### src/rtl/i2s_led_mask.sv
`default_nettype none
// ============================================================================
// Module   : i2s_led_mask
// Purpose  : Frame-position tracker that forwards one tile's bits from a
//            serial pixel stream to an LED panel and drives its latch/OE/row.
// Revision : 1.0
// ============================================================================
module i2s_led_mask #(
   parameter int PANEL_W = 32,
   parameter int PANEL_H = 16,
   parameter int NUM_X   = 16,
   parameter int NUM_Y   = 16
) (
   input  logic       i2s_clk,
   input  logic       rst,
   input  logic       i2s_data,
   input  logic [3:0] addr_x,
   input  logic [3:0] addr_y,
   output logic [5:0] row_num,
   output logic       led_data,
   output logic       led_clk,
   output logic       led_lat,
   output logic       led_oe
);

   localparam int BW = (PANEL_W > 1) ? $clog2(PANEL_W) : 1;

   localparam logic [BW-1:0] c_B_LAST = BW'(PANEL_W - 1);
   localparam logic [3:0]    c_X_LAST = 4'(NUM_X - 1);
   localparam logic [5:0]    c_R_LAST = 6'(PANEL_H - 1);
   localparam logic [3:0]    c_Y_LAST = 4'(NUM_Y - 1);

   logic [BW-1:0] r_b;
   logic [3:0]    r_x;
   logic [5:0]    r_r;
   logic [3:0]    r_y;

   logic          r_shift_en;
   logic          r_led_data;
   logic          r_lat_pend;
   logic [5:0]    r_row_cap;
   logic          r_led_lat;
   logic          r_led_oe;
   logic [5:0]    r_row_num;

   logic          w_b_last;
   logic          w_x_last;
   logic          w_r_last;
   logic          w_y_last;
   logic          w_sel;
   logic          w_cap_last;

   assign w_b_last   = (r_b == c_B_LAST);
   assign w_x_last   = (r_x == c_X_LAST);
   assign w_r_last   = (r_r == c_R_LAST);
   assign w_y_last   = (r_y == c_Y_LAST);

   // Counters never exceed NUM_X-1/NUM_Y-1, so out-of-range addresses never match.
   assign w_sel      = (r_x == addr_x) && (r_y == addr_y);
   assign w_cap_last = w_sel && w_b_last;

   // Mixed-radix frame position: y (MSB), r, x, b (LSB).
   always_ff @(posedge i2s_clk or posedge rst) begin
      if (rst) begin
         r_b <= '0;
         r_x <= '0;
         r_r <= '0;
         r_y <= '0;
      end else if (!w_b_last) begin
         r_b <= r_b + 1'b1;
      end else begin
         r_b <= '0;
         if (!w_x_last) begin
            r_x <= r_x + 1'b1;
         end else begin
            r_x <= '0;
            if (!w_r_last) begin
               r_r <= r_r + 1'b1;
            end else begin
               r_r <= '0;
               r_y <= w_y_last ? 4'd0 : r_y + 1'b1;
            end
         end
      end
   end

   always_ff @(posedge i2s_clk or posedge rst) begin
      if (rst) begin
         r_shift_en <= 1'b0;
         r_led_data <= 1'b0;
      end else begin
         r_shift_en <= w_sel;
         if (w_sel) begin
            r_led_data <= i2s_data;
         end
      end
   end

   // Latch sequencing runs independently of the frame counters, so a latch
   // coinciding with the frame wrap completes unaffected.
   always_ff @(posedge i2s_clk or posedge rst) begin
      if (rst) begin
         r_lat_pend <= 1'b0;
         r_row_cap  <= '0;
         r_led_lat  <= 1'b0;
         r_led_oe   <= 1'b1;
         r_row_num  <= '0;
      end else begin
         r_led_lat <= r_lat_pend;
         if (w_cap_last) begin
            r_lat_pend <= 1'b1;
            r_row_cap  <= r_r;
         end else if (r_lat_pend) begin
            r_lat_pend <= 1'b0;
         end
         if (r_lat_pend) begin
            r_led_oe  <= 1'b1;
            r_row_num <= r_row_cap;
         end else if (r_led_lat) begin
            r_led_oe  <= 1'b0;
         end
      end
   end

   // Shift pulse occupies the low half of the cycle after each captured bit.
   assign led_clk  = r_shift_en & ~i2s_clk;
   assign led_data = r_led_data;
   assign led_lat  = r_led_lat;
   assign led_oe   = r_led_oe;
   assign row_num  = r_row_num;

endmodule
`default_nettype wire

### config.mk
export PLATFORM = sky130hd
export DESIGN_NAME = i2s_led_mask
export DESIGN_NICKNAME = d
export VERILOG_FILES = /design/src/rtl/i2s_led_mask.sv
export SDC_FILE = /design/constraint.sdc
export NUM_CORES = 1
export LEC_CHECK = 0
export ABC_AREA = 1
export CORE_UTILIZATION = 40
export CTS_BUF_LIST = sky130_fd_sc_hd__clkbuf_4 sky130_fd_sc_hd__clkbuf_8
export DETAILED_ROUTE_END_ITERATION = 10
export PLACE_DENSITY_LB_ADDON = 0.1
export REMOVE_ABC_BUFFERS = 1
export SKIP_LAST_GASP = 1
export SYNTH_ARGS = -nofsm -noshare
export SYNTH_HDL_FRONTEND = slang
export SYNTH_SLANG_ARGS = --single-unit
### constraint.sdc
create_clock -name i2s_clk -period 4.3 [get_ports i2s_clk]
set_input_delay 0.86 -clock i2s_clk [delete_from_list [all_inputs] [get_ports i2s_clk]]
set_output_delay 0.86 -clock i2s_clk [all_outputs]
set_load 0.03 [all_outputs]
[Word-level counts from Yosys, hierarchy flattened]
Cells that the tools add are included.
Storage, ports and cells
  register bits after elaboration: 36
  logic and storage cells: 35
  input bits: 11
Cells by class
  bitwise logic cells: 2
  $add $sub $neg: 4
  reduce and logical (&&, ||, !) cells: 5
  muxes and demuxes: 7
  equal/unequal tests: 6
Operator list (count)
  $add A4 B1 Y4 const B: 2
  $eq A4 B4 Y1: 2
  $eq A4 B4 Y1 const B: 2
  $mux W4: 2
  $add A6 B1 Y6 const B: 1
  $eq A6 B4 Y1 const B: 1
  $mux W6: 1
  $add A5 B1 Y5 const B: 1
  $eq A5 B5 Y1 const B: 1
  $mux W5: 1
  $mux W1: 3
  $reduce_and A3 Y1: 1
  $logic_and A1 B1 Y1: 2
  $reduce_and A2 Y1: 1
  $reduce_bool A2 Y1: 1
  $and A1 B1 Y1: 1
  $not A1 Y1: 1

[Logic depth before layout (Yosys ltp)]
  depth in word-level cells: 4
  mapped depth: 12
  depth with buffers taken out: 11

==> results.md <==
Critical path:
- The launching element of the worst setup path is i2s_clk.
- In this design, the stage delay of the slowest critical-path cell is 0.67 ns.
- Measured in cells, the most critical reg-to-reg path has a length of 11.
- The critical path endpoint category is a primary output.
- The type of the worst setup path is clock port to primary output.
- The highest-delay cell along the critical path is clkdlybuf4s50_1.
- In this run the critical register-to-register path is launched from r_b[0]$_DFF_PP0_.
- The type of origin of the critical path is a clock port.
- The most numerous cell type found on the critical path is clkbuf_8.
- The data arrival time of the worst path is 3.13 ns.
- In this run the critical register-to-register path is captured at r_r[5]$_DFFE_PP0P_.
- The register-to-register setup slack is 2.04 ns.
- STA puts the critical path data required time at 3.44 ns.
- Traced cell by cell, the critical path runs through clkbuf_8 -> clkbuf_8 -> nor2_1 -> clkdlybuf4s50_1.
- The worst-path maximum fanout is 2.
- The end point of the critical path is led_clk.

Placement:
- The count of input and output buffers is 20.
- The HPWL after detailed placement is 2210 µm.
- The placement-stage worst setup slack is 0.555 ns.
- The routability congestion estimate from global placement is 0.780.

Detailed routing:
- The average vias per placed instance is 4.77.
- After detailed routing, the number of remaining DRC violations is 0.
- The count of nets left with antenna violations once routing finished came out at 0.
- The routed design has 3060 µm of wire.
- The detailed router placed 1289 vias in this run.
- In the final routed layout, each cell accounts on average for 11.3 µm.
- The number of iterations in the first detailed-routing pass is 4.
- The first-iteration detailed-routing DRC count is 27.

Global route:
- The wire length of the first global-routing pass is 5350 µm.
- met2 is the most crowded layer.
- For this run the aggregate overflow at the end of global routing stands at 0.
- The routing usage on met1 is 18.1%.
- The via count of the first global-routing pass was 1281.
- For met2 alone, demand over resource in global routing was 26.7%.
- The initial antenna violation count was 0.
- The total global routing track utilization is 16.8%.
- The pin count of the biggest net entering global routing is 37.
- The met3 track demand over resource in global routing is 7.26%.

Floorplanning:
- The area of the die is 4560 µm².
- The width of the die is 67.6 µm.
- The die boundary height is 67.6 µm.
- The number of rows created at floorplan is 23.
- For this design the top-level I/O count stands at 21.
- Once the floorplan was initialized, standard cells occupied 42.4% of the core.
- The floorplan core area is 4060 µm².

Power:
- Summed over all cells, the static leakage comes to 0.00103 µW.
- The clock network accounts for 47.8% of the total power.
- Internal power comes to 565 µW.
- For this design the total switching power over the nets is 145 µW.
- Combinational cells account for 4.4% of the total power.
- The share of power burned in registers is 47.8%.
- The largest voltage drop on the vdd net is 151 µV.
- The post-layout total power is 710 µW.
- Of the total power, the share spent switching nets is 20.4%.
- Power spread over the standard cell area amounts to 336 nW/µm².

Logic synthesis:
- Of all cell types, the one taking the most synthesized area is dfrtp_1.
- Yosys printed 0 warnings.
- In this run, synthesis inferred 0 flip-flops with an integrated enable.
- The post-synthesis instance total is 191.
- In the synthesized netlist the async set-or-reset flop fraction comes to 100%.
- The number of distinct library cells after synthesis is 28.
- The commonest cells after synthesis are nand2_1 (60), dfrtp_1 (35), inv_1 (23).
- The most instantiated flip-flop cell in the synthesis netlist is dfrtp_1.
- The cell with the most instances after synthesis is nand2_1.
- The synthesized flop and latch total is 36.
- The synthesized netlist devotes 3.64% of its cell area to adder and majority cells.
- A synthesized cell averages 9.00 µm².
- By area the synthesized netlist is led by dfrtp_1 (51%), nand2_1 (13%), inv_1 (5.0%).
- The sequential cell area fraction in the yosys report is 52.5%.
- The simple-gate share of the synthesized area is 27.9%.
- The multiplexer area fraction after synthesis is 0%.
- The complex-gate fraction of the synthesized area is 4.66%.
- By area, the combinational part of the netlist is dominated by simple AND/OR/NAND/NOR gates.
- After Yosys synthesis, XOR and XNOR cells account for 4.00% of the synthesized area.
- The area fraction of the dominant cell type after synthesis is 50.9%.
- The cell area that synthesis handed to floorplanning was 1720 µm².

Clocking:
- The clock slew seen by the registers of the worst setup and hold paths is 0.06 ns.
- In this run, post-CTS hold repair placed 0 buffers.
- For the worst-skew pair, the clock arrives at the later sink with an insertion delay of 0.39 ns.
- The quantity of gates resized following cts is 0.
- The number of buffers inserted to repair setup after CTS is 0.
- TritonCTS built the clock tree.

STA:
- For the final database, setup skew stands at 0.00450 ns.
- The final-report hold violation count is 0.
- Headroom to the max-slew limit came out at 56.9%.
- The worst setup slack after layout is 0.306 ns.
- Setup violations remaining at the end of the flow were counted as 0.
- The max-slew violation count is 0.
- Setup repair after global routing left no endpoint under its margin.
- At the pin with the least slew margin, the transition time is 0.646 ns.
- The total negative setup slack is 0 ns.

Finish:
- The share of cells above drive strength 1 is 14.1%.
- The number of fillers in the final layout is 385.
- The synthesis-to-finish area growth is 22.9%.
- The number of nets in the layout is 235.
- Cells fill 52.1% of the core in the end.
- The number of diodes is 0.

Hold path:
- The path type of the worst min-delay path is register to register.

Run status:
- The run finished with clean final reports.

Job:
- The number of max-cap violations is 0.
==> registers in the layout, indices dropped and copies added (netlist names) <==
name	cells
r_r	6
r_row_cap	6
row_num	6
r_b	5
r_x	4
r_y	4
led_data	1
led_lat	1
led_oe	1
r_lat_pend	1
r_shift_en	1
==> layout by cell type, fill, tap and decap left out, types with 4 or more instances in the layout <==
cell and instances:
o21ai_0 12, inv_1 23, nand2_2 4, nand4_1 7, nand2_1 60, dfrtp_1 35, nand3_1 12, clkbuf_8 10
clkdlybuf4s50_1 20, ha_1 5
==> critical path, delay by kind of cell <==
kind,cells,cell delay [ns]
buf+inv,3,0.90
simple gates,1,0.09
==> power by group through the flow <==
| stage | clock network (µW) | logic (µW) | registers [µW] |
|---|---|---|---|
| after CTS | 355 | 32.0 | 340 |
| after floorplan | 0.236 | 14.6 | 348 |
| after global routing | 368 | 35.3 | 340 |
| after detailed placement | 0.333 | 31.7 | 346 |
| final | 340 | 31.0 | 340 |
| after global placement | 0.333 | 31.1 | 346 |
==> worst min path at each step <==
stage / cells after the start / endpoint / from
floorplan: 1 / r_b[0]$_DFF_PP0_ / r_b[0]$_DFF_PP0_
finish: 1 / led_oe$_DFFE_PP1P_ / led_lat$_DFF_PP0_
detailed placement: 1 / led_oe$_DFFE_PP1P_ / led_lat$_DFF_PP0_
CTS: 1 / led_oe$_DFFE_PP1P_ / led_lat$_DFF_PP0_
global placement: 1 / led_oe$_DFFE_PP1P_ / led_lat$_DFF_PP0_
global route: 2 / row_num[1]$_DFFE_PP0P_ / row_num[1]$_DFFE_PP0P_
==> cell type report <==
class	instances	area (µm²)	share of cell area (%)
Clock buffer	12	155	7.35
Inverter	27	103	4.86
Multi-Input combinational cell	125	692	32.8
Sequential cell	36	902	42.7
Tap cell	50	62.6	2.96
Timing Repair Buffer	20	198	9.36
==> metal layers <==
metal,part of all wire (%),up-vias
met5,0,-
met4,2.0,0
met3,3.4,8
met2,48,20
met1,46,600
li1,-,661
==> cell families (layout without fill, tap and decap cells) <==
| logic type | after synthesis | in the layout |
|---|---|---|
| AO/OA/AOI/OAI | 16 | 16 |
| XOR/XNOR | 7 | 7 |
| adder cells (fa/ha/maj) | 5 | 5 |
| buffers and inverters | 30 | 59 |
| flip-flops | 36 | 36 |
| AND/OR/NAND/NOR | 97 | 97 |
==> metrics by stage <==
stage | hold slack [ns] | instance area, µm² | std cells
after global routing | 0.490 | 2110 | 270
after global placement | 0.414 | 1970 | 259
after CTS | 0.462 | 2110 | 270
after floorplan | 0.425 | 1700 | 188
final | 0.450 | 2110 | 270
after detailed placement | 0.452 | 1970 | 259
Note: power is estimated with default switching activity, not from simulation.
